### src/rtl/ext_mem_pkg.sv
// Shared types for the external memory arbiter: request payload layout and
// the requester ID carried in the response tag FIFO.
package ext_mem_pkg;

  localparam int MEM_W = 68;

  typedef struct packed {
    logic [3:0]  byte_en;
    logic [31:0] addr;
    logic [31:0] data;
  } mem_req_t;

  typedef logic req_id_t;

  localparam req_id_t REQ_FETCH = 1'b0;
  localparam req_id_t REQ_LSU   = 1'b1;

endpackage

### src/rtl/tag_fifo.sv
// In-order FIFO of requester IDs. One entry per issued memory request;
// the head entry names the requester that owns the next memory response.
module tag_fifo #(
  parameter int DEPTH = 4,
  parameter int W     = 1
) (
  input  logic         clk_i,
  input  logic         rst_i,
  input  logic         push_i,
  input  logic         pop_i,
  input  logic [W-1:0] data_i,
  output logic         full_o,
  output logic         empty_o,
  output logic [W-1:0] head_o
);

  localparam int AW = $clog2(DEPTH);

  logic [W-1:0]  slots_q [DEPTH];
  logic [AW-1:0] head_q, head_d;
  logic [AW-1:0] tail_q, tail_d;
  logic [AW:0]   count_q, count_d;
  logic          doPush, doPop;

  assign full_o  = (count_q == (AW+1)'(DEPTH));
  assign empty_o = (count_q == '0);
  assign head_o  = slots_q[head_q];

  // Pointers wrap naturally because DEPTH is a power of two.
  always_comb begin
    doPush  = push_i & ~full_o;
    doPop   = pop_i & ~empty_o;
    head_d  = doPop  ? head_q + AW'(1) : head_q;
    tail_d  = doPush ? tail_q + AW'(1) : tail_q;
    count_d = count_q + (AW+1)'(doPush) - (AW+1)'(doPop);
  end

  always_ff @(posedge clk_i) begin
    if (rst_i) begin
      head_q  <= '0;
      tail_q  <= '0;
      count_q <= '0;
    end else begin
      if (doPush) begin
        slots_q[tail_q] <= data_i;
      end
      head_q  <= head_d;
      tail_q  <= tail_d;
      count_q <= count_d;
    end
  end

endmodule

### src/rtl/ext_mem_arbiter.sv
// Shares one ext_mem port between instruction fetch (requester 0) and
// load/store (requester 1) with round-robin issue and in-order response steering.
module ext_mem_arbiter #(
  parameter int MEM_W = 68,
  parameter int DEPTH = 4
) (
  input  logic             CLK,
  input  logic             RST,
  input  logic             r0_req_valid,
  input  logic [MEM_W-1:0] r0_req,
  output logic             r0_req_ready,
  input  logic             r1_req_valid,
  input  logic [MEM_W-1:0] r1_req,
  output logic             r1_req_ready,
  output logic             r0_rsp_valid,
  input  logic             r0_rsp_ready,
  output logic             r1_rsp_valid,
  input  logic             r1_rsp_ready,
  output logic [MEM_W-1:0] rsp,
  output logic             mem_put_enable,
  input  logic             mem_put_ready,
  output logic [MEM_W-1:0] mem_put_request,
  output logic             mem_get_enable,
  input  logic             mem_get_ready,
  input  logic [MEM_W-1:0] mem_get_response
);

  import ext_mem_pkg::*;

  req_id_t lastGrant_q, lastGrant_d;
  req_id_t winner;
  req_id_t headId;
  logic    fifoFull, fifoEmpty;
  logic    issue, route, getEnable;

  // Outputs are held low during the reset cycle, whatever the inputs do.
  always_comb begin
    if (r0_req_valid && r1_req_valid) begin
      winner = ~lastGrant_q;
    end else begin
      winner = r1_req_valid ? REQ_LSU : REQ_FETCH;
    end
    issue       = ~RST & mem_put_ready & ~fifoFull & (r0_req_valid | r1_req_valid);
    route       = ~RST & mem_get_ready & ~fifoEmpty;
    getEnable   = route & ((headId == REQ_LSU) ? r1_rsp_ready : r0_rsp_ready);
    lastGrant_d = issue ? winner : lastGrant_q;
  end

  assign r0_req_ready    = issue & (winner == REQ_FETCH);
  assign r1_req_ready    = issue & (winner == REQ_LSU);
  assign mem_put_enable  = issue;
  assign mem_put_request = issue ? ((winner == REQ_LSU) ? r1_req : r0_req) : '0;

  assign r0_rsp_valid    = route & (headId == REQ_FETCH);
  assign r1_rsp_valid    = route & (headId == REQ_LSU);
  assign rsp             = route ? mem_get_response : '0;
  assign mem_get_enable  = getEnable;

  // Starting at LSU makes fetch win the first tie after reset.
  always_ff @(posedge CLK) begin
    if (RST) begin
      lastGrant_q <= REQ_LSU;
    end else begin
      lastGrant_q <= lastGrant_d;
    end
  end

  tag_fifo #(
    .DEPTH(DEPTH),
    .W    (1)
  ) u_tag_fifo (
    .clk_i  (CLK),
    .rst_i  (RST),
    .push_i (issue),
    .pop_i  (getEnable),
    .data_i (winner),
    .full_o (fifoFull),
    .empty_o(fifoEmpty),
    .head_o (headId)
  );

endmodule

### config.mk
export PLATFORM = sky130hd
export DESIGN_NAME = ext_mem_arbiter
export DESIGN_NICKNAME = d
export VERILOG_FILES = /design/src/rtl/ext_mem_pkg.sv /design/src/rtl/tag_fifo.sv /design/src/rtl/ext_mem_arbiter.sv
export SDC_FILE = /design/constraint.sdc
export NUM_CORES = 1
export LEC_CHECK = 0
export CAP_MARGIN = 20
export CELL_PAD_IN_SITES_DETAIL_PLACEMENT = 1
export CELL_PAD_IN_SITES_GLOBAL_PLACEMENT = 1
export CORE_ASPECT_RATIO = 1.25
export CORE_MARGIN = 10
export CORE_UTILIZATION = 12
export CTS_CLUSTER_SIZE = 20
export DETAILED_ROUTE_END_ITERATION = 12
export PLACE_DENSITY_LB_ADDON = 0.1
export SYNTH_ARGS = -nofsm -noshare
export SYNTH_HDL_FRONTEND = slang
export SYNTH_HIERARCHICAL = 1
export SYNTH_SLANG_ARGS = --single-unit
### constraint.sdc
create_clock -name CLK -period 8.81 [get_ports CLK]
set_clock_uncertainty 0.1 [all_clocks]
set_input_delay 1.762 -clock CLK [delete_from_list [all_inputs] [get_ports CLK]]
set_output_delay 1.762 -clock CLK [all_outputs]
set_load 0.01 [all_outputs]
After elaboration in Yosys (flattened, before gate mapping)
Memory sizes are Yosys's and may differ from the RTL's. A register that Yosys moved wholly into a read port is not among the register bits.
Index checks and enable logic that the tools add are counted.
Word-level totals
  ROM bits: 0
  memory bits (writable): 4
  latch bits: 0
  memories: 1
  word-level logic and storage cells: 42
  register bits after elaboration: 8
Operators by class
  mux-type cells: 11
  shift-type cells: 0
  $add $sub $neg: 4
  bitwise operators: 19
  magnitude comparators: 0
  equality and inequality tests: 1
  reduce and logical (&&, ||, !) cells: 2
  multiply operators: 0
  divide/modulo/power cells: 0
Memory list
  u_tag_fifo.slots_q: words 4, width 1, rd ports 1, clocked after Yosys merged registers in 1, wr ports 1, RTL line tag_fifo.sv:19  | logic [W-1:0] slots_q [DEPTH];
Operators by type and width (count)
  2-to-1 mux 68 bit: 3
  bitwise AND 1 bit: 12
  2-to-1 mux 1 bit: 6
  NOT 1 bit: 6
  adder 2 x 1 -> 2 bit, second input constant: 2
  2-to-1 mux 2 bit: 2
  adder 3 x 1 -> 3 bit: 1
  equality test 3 bit, second input constant: 1
  zero test 3 bit: 1
  subtractor 3 x 1 -> 3 bit: 1
  logical AND 1 bit: 1
  bitwise OR 1 bit: 1

Longest topological paths before layout
Gate-level depths: netlist of the first run.
  word-level depth: 8
  gate-level depth with buffers: 13

By module
Netlist of the first run, hierarchy kept.
By module, submodules not included
  ext_mem_arbiter: area each 1273.7 sq um, times used 1, seq. area each 20.0 sq um, cells an instance 174
  tag_fifo: area each 630.6 sq um, times used 1, seq. area each 300.3 sq um, cells an instance 56

Worst setup path before layout of the first run
Ideal clock, no wire load.
  kind: input to output
  start: input r1_req_valid
  end: output mem_put_request[48]
  cell stages on the path: 6
  arrival time: 2.722 ns
  setup slack: 4.226 ns
  buffers on the path: 3
  cells stage by stage: a21boi_1 -> and2_1 -> buf_2 -> buf_4 -> buf_4 -> a22o_1
On the way
  longest elaborated chain between the ends: 4
RTL lines
  from (decl): RTL line ext_mem_arbiter.sv:12  | input logic r1_req_valid,
  2-to-1 mux 1 bit or logical AND 1 bit (tied branches): RTL line ext_mem_arbiter.sv:41, ext_mem_arbiter.sv:38
  2-to-1 mux 1 bit: RTL line ext_mem_arbiter.sv:38  | if (r0_req_valid && r1_req_valid) begin
  2-to-1 mux 68 bit: RTL line ext_mem_arbiter.sv:52  | assign mem_put_request = issue ? ((winner == REQ_LSU) ? r1_req : r0_req) : '0;
  2-to-1 mux 68 bit (*): RTL line ext_mem_arbiter.sv:52
  to (decl): RTL line ext_mem_arbiter.sv:22  | output logic [MEM_W-1:0] mem_put_request,
Every way passes the cells marked *; elsewhere a longest branch is shown, timed or not.

Worst setup path after layout of the first run
  start: input RST
  end: output mem_put_request[49]
On the way
  longest elaborated chain between the ends: 5
RTL lines
  from (decl): RTL line ext_mem_arbiter.sv:8  | input logic RST,
  NOT 1 bit: RTL line ext_mem_arbiter.sv:43  | issue = ~RST & mem_put_ready & ~fifoFull & (r0_req_valid | r1_req_valid);
  bitwise AND 1 bit (3 in a row): RTL line ext_mem_arbiter.sv:43
  2-to-1 mux 68 bit: RTL line ext_mem_arbiter.sv:52
Every way passes these cells.

==> impl_summary.txt, run 1 <==
----------------------------------------------------
[Pwr]
  Fraction of power consumed by sequential logic ... 17.3%
  Leakage power of the design ... 2.11 nW
  Net switching power figure ... 119 uW
  P per Cell Area ... 74.6 mW/mm^2
  Clock power frac ... 22.7%
  Total power ... 425 uW
  Internal power component ... 306 uW
  Power share of the combinational group ... 60.0%
  Net switching share of the total power ... 28.0%
  Maximum vdd ir drop ... 0.101 mV

[Synth]
  #FFs+latches synth ... 14
  Top cell type by total area after synthesis ... sky130_fd_sc_hd__a22o_1
  Syn Nets ... 449
  Biggest area contributors in the synthesized netlist ... sky130_fd_sc_hd__a22o_1, sky130_fd_sc_hd__and2_1, sky130_fd_sc_hd__dfxtp_1, sky130_fd_sc_hd__edfxtp_1, sky130_fd_sc_hd__ha_1
  Share of synthesized registers carrying an async set or reset ... 0%
  Seq/Total Area, Yosys ... 16.8%
  Synthesis Warnings ... 6
  Number of distinct library cells after synthesis ... 33
  Prevailing post-synth register cell ... sky130_fd_sc_hd__dfxtp_1
  EDFF count, synth ... 4
  Post-Synthesis Cell Area ... 0.00190 mm^2
  Syn Area/Cell ... 8.28 um^2
  Synthesized instance count ... 230
  Yosys top cell area share ... 31.3%

[Detailed routing]
  Vias per cell ... 4.08
  Count of TritonRoute iterations in the first routing pass ... 4
  DR WL met3 ... 1240 um
  Total via count in the routed design ... 3177
  Routed met1 length ... 6640 um
  Total met2 wirelength after detailed routing ... 11400 um
  DRT iter0 DRCs ... 104
  Remaining number of nets flagged by the antenna check after routing ... 0
  Wire length per cell after detailed routing ... 24.8 um
  DRC violations left ... 0
  Top layer in use ... met4
  Total Wirelength ... 19300 um

[Global route]
  Number of antenna violations at the first check in global routing ... 0
  Total congestion overflow ... 0
  Maximum number of pins on one net before global-route repair ... 72
  Global-route wire length before repair ... 26500 um
  Number of global-route vias before repair ... 3281
  GRT Overall Usage ... 16.8%

[Critical path]
  Flop-to-flop setup slack ... 5810 ps
  Crit path DAT ... 4780 ps
  Combined buffer and inverter count along the critical path ... 3
  Worst Path Required ... 6950 ps
  Endpoint class of the critical path ... output port
  Worst stage delay on the critical path ... 710 ps
  Crit path launch type ... primary input
  Cell type of the slowest stage on the worst timing path ... sky130_fd_sc_hd__clkdlybuf4s50_1
  Setup Crit Path Kind ... in2out
  List of cells traversed by the critical path ... clkdlybuf4s50_1 -> nor3b_2 -> and3b_2 -> buf_4 -> a22o_1 -> clkdlybuf4s50_1
  Crit Path Max Fanout ... 39
  Family of cells with the greatest summed delay on the critical path ... buffers and inverters
  Number of cells on the worst reg-to-reg path ... 13
  Launch instance of the worst register-to-register path ... u_tag_fifo/count_q[1]$_SDFF_PP0_
  Most numerous cell on the critical path ... sky130_fd_sc_hd__clkdlybuf4s50_1
  End of the worst register-to-register path ... u_tag_fifo/count_q[2]$_SDFF_PP0_

[Hold path]
  Hold_sp ... u_tag_fifo/head_q[1]$_SDFFE_PP0P_
  Path category of the worst min-delay check ... reg2reg
  Hold Crit Depth ... 2

[CTS]
  Buffer count from post-CTS setup fixing ... 0
  Clock Path Buffers ... 2
  Number of buffers created by CTS ... 3
  Clock slew at the register clock pins of the worst setup and hold paths ... 50 ps
  Hold-fix buffers, CTS ... 0
  TritonCTS clock tree ... yes
  Clock insertion delay at the later pin of the skew report ... 250 ps
  Clock net sink count ... 14
  Number of H-tree levels ... 1
  # resized after CTS ... 0
  CTS Root Cell ... sky130_fd_sc_hd__clkbuf_16

[Place]
  Port bufs ... 353
  Placer congestion estimate ... 0.842
  Post-DP HPWL ... 17300 um

[Floorplanning]
  Die W ... 133 um
  Starting Density ... 12.2%
  Floorplan row count ... 51
  CORE AREA ... 0.0156 mm^2
  Vertical extent of the die ... 161 um
  Die area ... 0.0213 mm^2
  Top-level I/O count ... 354

[STA]
  Setup repair after global routing missed its margin ... false
  Slew at the pin closest to its max-slew limit ... 689 ps
  Final setup fails ... 0
  Maximum clock rate ... 0.151 GHz
  Final worst path period share ... 75.4%
  Final TNS setup ... 0 ps
  Final hold vios ... 0
  Clock period minus final worst setup slack ... 6640 ps
  Worst hold margin ... 422 ps
  Max-slew violations ... 0
  Worst rel slew slack ... 54.1%

[Cells and area]
  Post-layout nets ... 786
  Utilization after layout ... 36.6%
  Layout cell share with drive strength beyond 1 ... 2.83%
  Layout-stage area growth over the synthesis result ... 199%
  Antenna diode count ... 0

[Run]
  Max-Cap Viols ... 0

[Status]
  Run status ... finished, final reports clean

----------------------------------------------------
[worst reg2reg max path: cells and delay by family, from the launching register on]
family / cells / cell delay, ps
buf+inv: 3 / 430
flops: 1 / 370
compound gates: 1 / 110
fa+ha+maj: 3 / 880
xor+xnor: 2 / 330
simple gates: 4 / 660
[power by group through the flow]
stage,combinational (mW),clock (mW),sequential [mW]
global placement,0.256,0,0.0745
finish,0.255,0.0964,0.0735
floorplan,0.0787,0,0.0738
global route,0.272,0.102,0.0739
CTS,0.260,0.0984,0.0736
detailed placement,0.259,0,0.0748
[synthesized netlist by cell type, types with 2 or more instances]
library cell,number
sky130_fd_sc_hd__a21oi_1,2
sky130_fd_sc_hd__a22o_1,68
sky130_fd_sc_hd__and2_1,70
sky130_fd_sc_hd__buf_2,12
sky130_fd_sc_hd__buf_4,2
sky130_fd_sc_hd__buf_6,2
sky130_fd_sc_hd__clkbuf_1,8
sky130_fd_sc_hd__dfxtp_1,10
sky130_fd_sc_hd__edfxtp_1,4
sky130_fd_sc_hd__ha_1,6
sky130_fd_sc_hd__inv_1,7
sky130_fd_sc_hd__nand2_1,2
sky130_fd_sc_hd__nor2_1,3
sky130_fd_sc_hd__nor2b_1,5
sky130_fd_sc_hd__nor3b_1,5
sky130_fd_sc_hd__nor3b_2,2
sky130_fd_sc_hd__o21ai_0,4
sky130_fd_sc_hd__or3_1,2
sky130_fd_sc_hd__xnor2_1,2
[cell usage in the layout, fill, tap and decap left out, drive strengths merged]
cell type	synthesis	routed
and2b	1	1
xnor2	2	2
clkdlybuf4s50	0	353
nand2b	2	2
a22o	68	68
ha	6	6
dfxtp	10	10
or3	2	2
mux4	1	1
and3b	1	1
fa	1	1
mux2i	1	1
o21ai	4	4
a21boi	1	1
and2	70	70
nor2b	6	6
edfxtp	4	4
a21oi	2	2
clkbuf	8	4
nor2	3	3
a221o	1	1
o31ai	1	1
buf	16	3
nor3b	7	7
inv	7	7
nand2	2	2
o21a	1	1
nor3	1	1
xor2	1	1
[worst max path at each step]
stage	depth (start not counted)	endpoint	start
floorplan	6	mem_put_request[48]	r1_req_valid
detailed placement	6	mem_put_request[49]	RST
global placement	6	mem_put_request[49]	RST
CTS	6	mem_put_request[49]	RST
finish	6	mem_put_request[49]	RST
global route	6	mem_put_request[49]	RST
[per-stage QoR]
step / setup WS (ps) / instances / cell area, um^2
2_1_floorplan: 4230 / 230 / 1900
3_3_place_gp: 2180 / 774 / 5610
3_5_place_dp: 2080 / 774 / 5610
4_1_cts: 2080 / 778 / 5690
5_1_grt: 1950 / 778 / 5690
6_report: 2170 / 778 / 5690
[layout make-up]
type / count / area, um^2
fillers: 1841 / 9880
repair buffers: 356 / 3560
multi-input cells: 185 / 1440
flip-flops and latches: 14 / 320
well taps: 212 / 265
clock buffers: 4 / 88.8
inverters: 7 / 26.3
[per-layer routing]
layer,vias to the layer above,global-route usage [%]
met5,-,0
met4,0,1.95
met3,5,4.34
met2,138,35.1
met1,1531,16.1
li1,1503,-
[cell families after synthesis]
kind of cell	share of synthesized area [%]
AND/OR/NAND/NOR	32.5
AO/OA/AOI/OAI	34.6
buffers and inverters	8.08
flip-flops	16.8
adder cells (fa/ha/maj)	4.99
XOR/XNOR	1.38
multiplexers	1.71
No activity file was read; power rests on OpenSTA's default activity.
==> run 2: changes to the inputs <==
Settings changed: CORE_UTILIZATION 12 to 11.
Clock period 8.81 ns to 6.2 ns, I/O delays scaled along.
==> run 2 against run 1 <==
Compared with the run above: combinational power rose by 43%; count of clock-buffer cells in the layout fell by 1; worst setup slack worse by 1100 ps; cell count up 1.7%; via count unchanged; routed wire length grew 1.8%; die area grew 7.8%; total power rose by 39%; global-route usage is 1.0 points lower; register-to-register slack worse by 2600 ps; largest power group unchanged; highest routed layer unchanged.
==> impl_summary.txt, run 2 (same netlist as run 1, synthesis figures left out) <==
----------------------------------------------------
[Global route]
  Number of antenna violations at the first check in global routing ... 4
  Number of global-route vias before repair ... 3223
  Global-route wire length before repair ... 26500 um
  Met1 demand-to-capacity share in global routing ... 15.5%
  Met3 usage in global routing ... 4.82%
  Total congestion overflow ... 0
  GRT Overall Usage ... 15.8%
  Maximum number of pins on one net before global-route repair ... 72
  Met2 track utilization from global routing ... 31.1%
  Gr busiest metal ... met2

[Critical path]
  Worst Path Required ... 4860 ps
  Flop-to-flop setup slack ... 3250 ps
  Crit Path Max Fanout ... 28
  Number of cells on the worst reg-to-reg path ... 12
  Endpoint class of the critical path ... output port
  End of the worst register-to-register path ... u_tag_fifo/count_q[2]$_SDFF_PP0_
  Crit path DAT ... 3770 ps
  Crit path launch type ... primary input
  Setup Crit Path Kind ... in2out
  Launch instance of the worst register-to-register path ... u_tag_fifo/slots_q[3]$_DFFE_PP_

[Cells and area]
  Leading cell type in the layout, fill and taps excluded ... sky130_fd_sc_hd__clkdlybuf4s50_1
  Layout cell share with drive strength beyond 1 ... 2.99%
  Filler Cells Inserted ... 1985
  Post-layout nets ... 788
  Utilization after layout ... 33.9%
  Layout-stage area growth over the synthesis result ... 201%
  Leading cell types in the layout, fill and taps excluded ... sky130_fd_sc_hd__clkdlybuf4s50_1, sky130_fd_sc_hd__and2_1, sky130_fd_sc_hd__a22o_1
  Cell area after layout ... 0.00573 mm^2

[Place]
  Total cell area at the placement stage ... 0.00564 mm^2
  Post-DP HPWL ... 17600 um
  Placer congestion estimate ... 0.886
  Port bufs ... 353

[Status]
  Run status ... finished, final reports clean

[STA]
  Maximum clock rate ... 0.196 GHz
  Clock period minus final worst setup slack ... 5110 ps
  Final setup fails ... 0
  Max-slew violations ... 0
  Final worst path period share ... 82.4%
  Setup repair after global routing missed its margin ... false
  Final hold vios ... 0
  Worst rel slew slack ... 65.1%
  Final TNS setup ... 0 ps
  Slew at the pin closest to its max-slew limit ... 523 ps

[CTS]
  Clock Path Buffers ... 2
  Number of buffers created by CTS ... 3
  Number of H-tree levels ... 1
  # resized after CTS ... 0
  CTS Root Cell ... sky130_fd_sc_hd__clkbuf_16
  Clock net sink count ... 14
  Clock slew at the register clock pins of the worst setup and hold paths ... 50 ps
  TritonCTS clock tree ... yes
  Hold-fix buffers, CTS ... 0
  Buffer count from post-CTS setup fixing ... 0
  Clock insertion delay at the later pin of the skew report ... 240 ps

[Hold path]
  Hold_sp ... u_tag_fifo/head_q[1]$_SDFFE_PP0P_
  Hold Crit Depth ... 2
  Path category of the worst min-delay check ... reg2reg

[Detailed routing]
  Total Wirelength ... 19700 um
  DRC violations left ... 0
  Vias per cell ... 4.02
  Total via count in the routed design ... 3177
  Remaining number of nets flagged by the antenna check after routing ... 0
  Count of TritonRoute iterations in the first routing pass ... 4
  DRT iter0 DRCs ... 189
  Wire length per cell after detailed routing ... 24.9 um

[Floorplanning]
  Die area ... 0.0230 mm^2
  Die W ... 138 um
  Starting Density ... 11.3%
  Floorplan row count ... 53
  Vertical extent of the die ... 167 um
  Top-level I/O count ... 354
  CORE AREA ... 0.0169 mm^2

[Pwr]
  Total power ... 590 uW
  Maximum vdd ir drop ... 0.144 mV
  Leakage power of the design ... 2.12 nW
  P per Cell Area ... 103 mW/mm^2

[Run]
  Max-Cap Viols ... 0

----------------------------------------------------
## run 2: routing by layer
metal / up-vias / routed length [um]
met5: - / 0
met4: 0 / 202
met3: 12 / 1950
met2: 140 / 11100
met1: 1512 / 6400
li1: 1513 / -
## run 2: layout make-up
cell class | count | area, um^2 | share of cell area, %
Antenna cell | 3 | 7.51 | 0.131
Inverter | 7 | 26.3 | 0.459
Tap cell | 220 | 275 | 4.80
Multi-Input combinational cell | 185 | 1440 | 25.1
Sequential cell | 14 | 320 | 5.59
Clock buffer | 3 | 75.1 | 1.31
Clock inverter | 1 | 3.75 | 0.0655
Timing Repair Buffer | 358 | 3580 | 62.5
## run 2: through the flow
stage | hold slack, ps | worst slack (ps) | cells
detailed placement | 418 | 1050 | 784
finish | 422 | 1090 | 791
CTS | 422 | 1060 | 788
global placement | 388 | 1160 | 784
global route | 464 | 929 | 790
floorplan | 359 | 2560 | 230
## run 2: report_power, final
part           internal, mW  switching, mW
Sequential           0.0991        0.00520
Combinational         0.239          0.125
Clock                0.0852         0.0358
## run 2: worst max path at each step
stage                             from                          endpoint
after floorplan                    RST  u_tag_fifo/count_q[2]$_SDFF_PP0_
after detailed placement  r1_req_valid               mem_put_request[19]
after global routing      r1_req_valid                mem_put_request[0]
final                     r1_req_valid               mem_put_request[19]
after CTS                 r1_req_valid               mem_put_request[19]
after global placement    r1_req_valid                mem_put_request[0]
## run 2: critical path, cell delays in order
cell and delay [ps]:
sky130_fd_sc_hd__clkdlybuf4s50_1 490, sky130_fd_sc_hd__a21boi_1 320, sky130_fd_sc_hd__and2_2 550, sky130_fd_sc_hd__buf_4 400, sky130_fd_sc_hd__a22o_1 190, sky130_fd_sc_hd__clkdlybuf4s50_1 550
==> run 3: changes to the inputs <==
Settings changed: CORE_UTILIZATION 11 to 10.
Clock period 6.2 ns to 4.2 ns, I/O delays scaled along.
==> run 3 against run 2 <==
Compared with the run above: clock power is 46% higher; worst hold slack worse by 23 ps; die area is 8.6% higher; count of clock-buffer cells in the layout stayed put; largest cell class unchanged.
==> impl_summary.txt, run 3 (same netlist as run 1, synthesis figures left out) <==
----------------------------------------------------
[Status]
  Run status ... finished, final reports clean

[Global route]
  GRT Overall Usage ... 14.1%
  Number of antenna violations at the first check in global routing ... 3
  Total congestion overflow ... 0
  Maximum number of pins on one net before global-route repair ... 72
  Number of global-route vias before repair ... 3249
  Global-route wire length before repair ... 25900 um

[Run]
  Max-Cap Viols ... 0

[CTS]
  Clock slew at the register clock pins of the worst setup and hold paths ... 50 ps
  TritonCTS clock tree ... yes
  Buffer count from post-CTS setup fixing ... 0
  Number of H-tree levels ... 1
  # resized after CTS ... 0
  CTS Root Cell ... sky130_fd_sc_hd__clkbuf_16
  Clock insertion delay at the later pin of the skew report ... 240 ps
  Clock Path Buffers ... 2
  Hold-fix buffers, CTS ... 0
  Clock net sink count ... 14
  Number of buffers created by CTS ... 3

[Floorplanning]
  Starting Density ... 10.1%
  Top-level I/O count ... 354
  Vertical extent of the die ... 174 um
  Die W ... 143 um
  Die area ... 0.0250 mm^2
  CORE AREA ... 0.0188 mm^2
  Floorplan row count ... 56

[Detailed routing]
  Remaining number of nets flagged by the antenna check after routing ... 0
  Count of TritonRoute iterations in the first routing pass ... 4
  DRC violations left ... 0
  DRT iter0 DRCs ... 82
  Vias per cell ... 3.86
  Total via count in the routed design ... 3105
  Total Wirelength ... 19300 um
  Wire length per cell after detailed routing ... 24.0 um

[Cells and area]
  Leading cell types in the layout, fill and taps excluded ... sky130_fd_sc_hd__clkdlybuf4s50_1, sky130_fd_sc_hd__and2_1, sky130_fd_sc_hd__a22o_1
  Layout-stage area growth over the synthesis result ... 204%
  Filler Cells Inserted ... 2141
  Area of the multi-input gates ... 0.00144 mm^2
  Leading cell type in the layout, fill and taps excluded ... sky130_fd_sc_hd__clkdlybuf4s50_1
  Post-layout nets ... 790
  Final std cells w/o fill ... 805
  Layout cell share with drive strength beyond 1 ... 3.33%
  Seq. cell area ... 320 um^2

[STA]
  Clock period minus final worst setup slack ... 3900 ps
  Worst rel slew slack ... 73.5%
  Maximum clock rate ... 0.256 GHz
  Final hold vios ... 0
  Final worst path period share ... 92.9%
  Max-slew violations ... 0
  Setup repair after global routing missed its margin ... false
  Final setup fails ... 0
  Final TNS setup ... 0 ps
  Slew at the pin closest to its max-slew limit ... 396 ps

[Critical path]
  Worst Path Required ... 3260 ps
  Endpoint class of the critical path ... output port
  Crit path DAT ... 2960 ps
  Crit Path Max Fanout ... 35
  Setup Crit Path Kind ... in2out
  Crit path launch type ... primary input

[Place]
  Number of cells after detailed placement ... 798
  Post-DP HPWL ... 17300 um
  Placer congestion estimate ... 0.800
  Port bufs ... 353

[Hold path]
  Path category of the worst min-delay check ... reg2reg

[Pwr]
  P per Cell Area ... 151 mW/mm^2
  Leakage power of the design ... 2.14 nW
  Maximum vdd ir drop ... 0.171 mV

----------------------------------------------------
## run 3: area by class of cell
class                      instances  share of cell area [%]
multi-input combinational        185                    24.8
sequential                        14                    5.53
clock inverter                     1                  0.0648
inverter                           7                   0.453
clock buffer                       3                    1.30
antenna                            3                   0.130
timing repair buffer             360                    62.7
tap                              232                    5.01
## run 3: layer usage
| metal | share of wire [%] | global-route usage, % | vias to the layer above | routed length [um] |
|---|---|---|---|---|
| met5 | 0.088 | 0 | - | 17 |
| met4 | 0.81 | 2.39 | 2 | 156 |
| met3 | 8.4 | 4.20 | 12 | 1610 |
| met2 | 60 | 30.1 | 143 | 11500 |
| met1 | 31 | 12.2 | 1432 | 5960 |
| li1 | - | - | 1516 | - |
## run 3: through the flow
| stage | setup slack [ps] | instance area [um^2] | util (%) | hold WS, ps | total power, mW |
|---|---|---|---|---|---|
| 4_1_cts | 207 | 5790 | 30.8 | 400 | 0.891 |
| 6_report | 298 | 5800 | 30.9 | 399 | 0.874 |
| 5_1_grt | 155 | 5790 | 30.9 | 440 | 0.924 |
| 3_3_place_gp | 241 | 5710 | 30.4 | 386 | 0.702 |
| 2_1_floorplan | 960 | 1900 | - | 359 | 0.320 |
| 3_5_place_dp | 205 | 5710 | 30.4 | 387 | 0.709 |
## run 3: path summary, 6_finish.rpt
kind / from / end / slack, ps / cells after the start
min reg2reg: u_tag_fifo/head_q[1]$_SDFFE_PP0P_ / register / 400 / 2
max reg2reg: u_tag_fifo/slots_q[2]$_DFFE_PP_ / u_tag_fifo/count_q[2]$_SDFF_PP0_ / 1190 / 12
max: RST / mem_put_request[16] / 300 / 6
min: u_tag_fifo/head_q[1]$_SDFFE_PP0P_ / register / 400 / 2
## run 3: critical path, stage by stage
cell and delay, ps:
sky130_fd_sc_hd__clkdlybuf4s50_1 470, sky130_fd_sc_hd__nor3b_2 280, sky130_fd_sc_hd__and2_2 370, sky130_fd_sc_hd__buf_12 240, sky130_fd_sc_hd__a22o_1 150, sky130_fd_sc_hd__clkdlybuf4s50_1 600
## run 3: power by group
group	internal, mW	switching (mW)	leakage (nW)
combinational	0.359	0.183	1.98
clock	0.126	0.0512	0.0386
sequential	0.146	0.00789	0.118
total	0.631	0.242	2.14
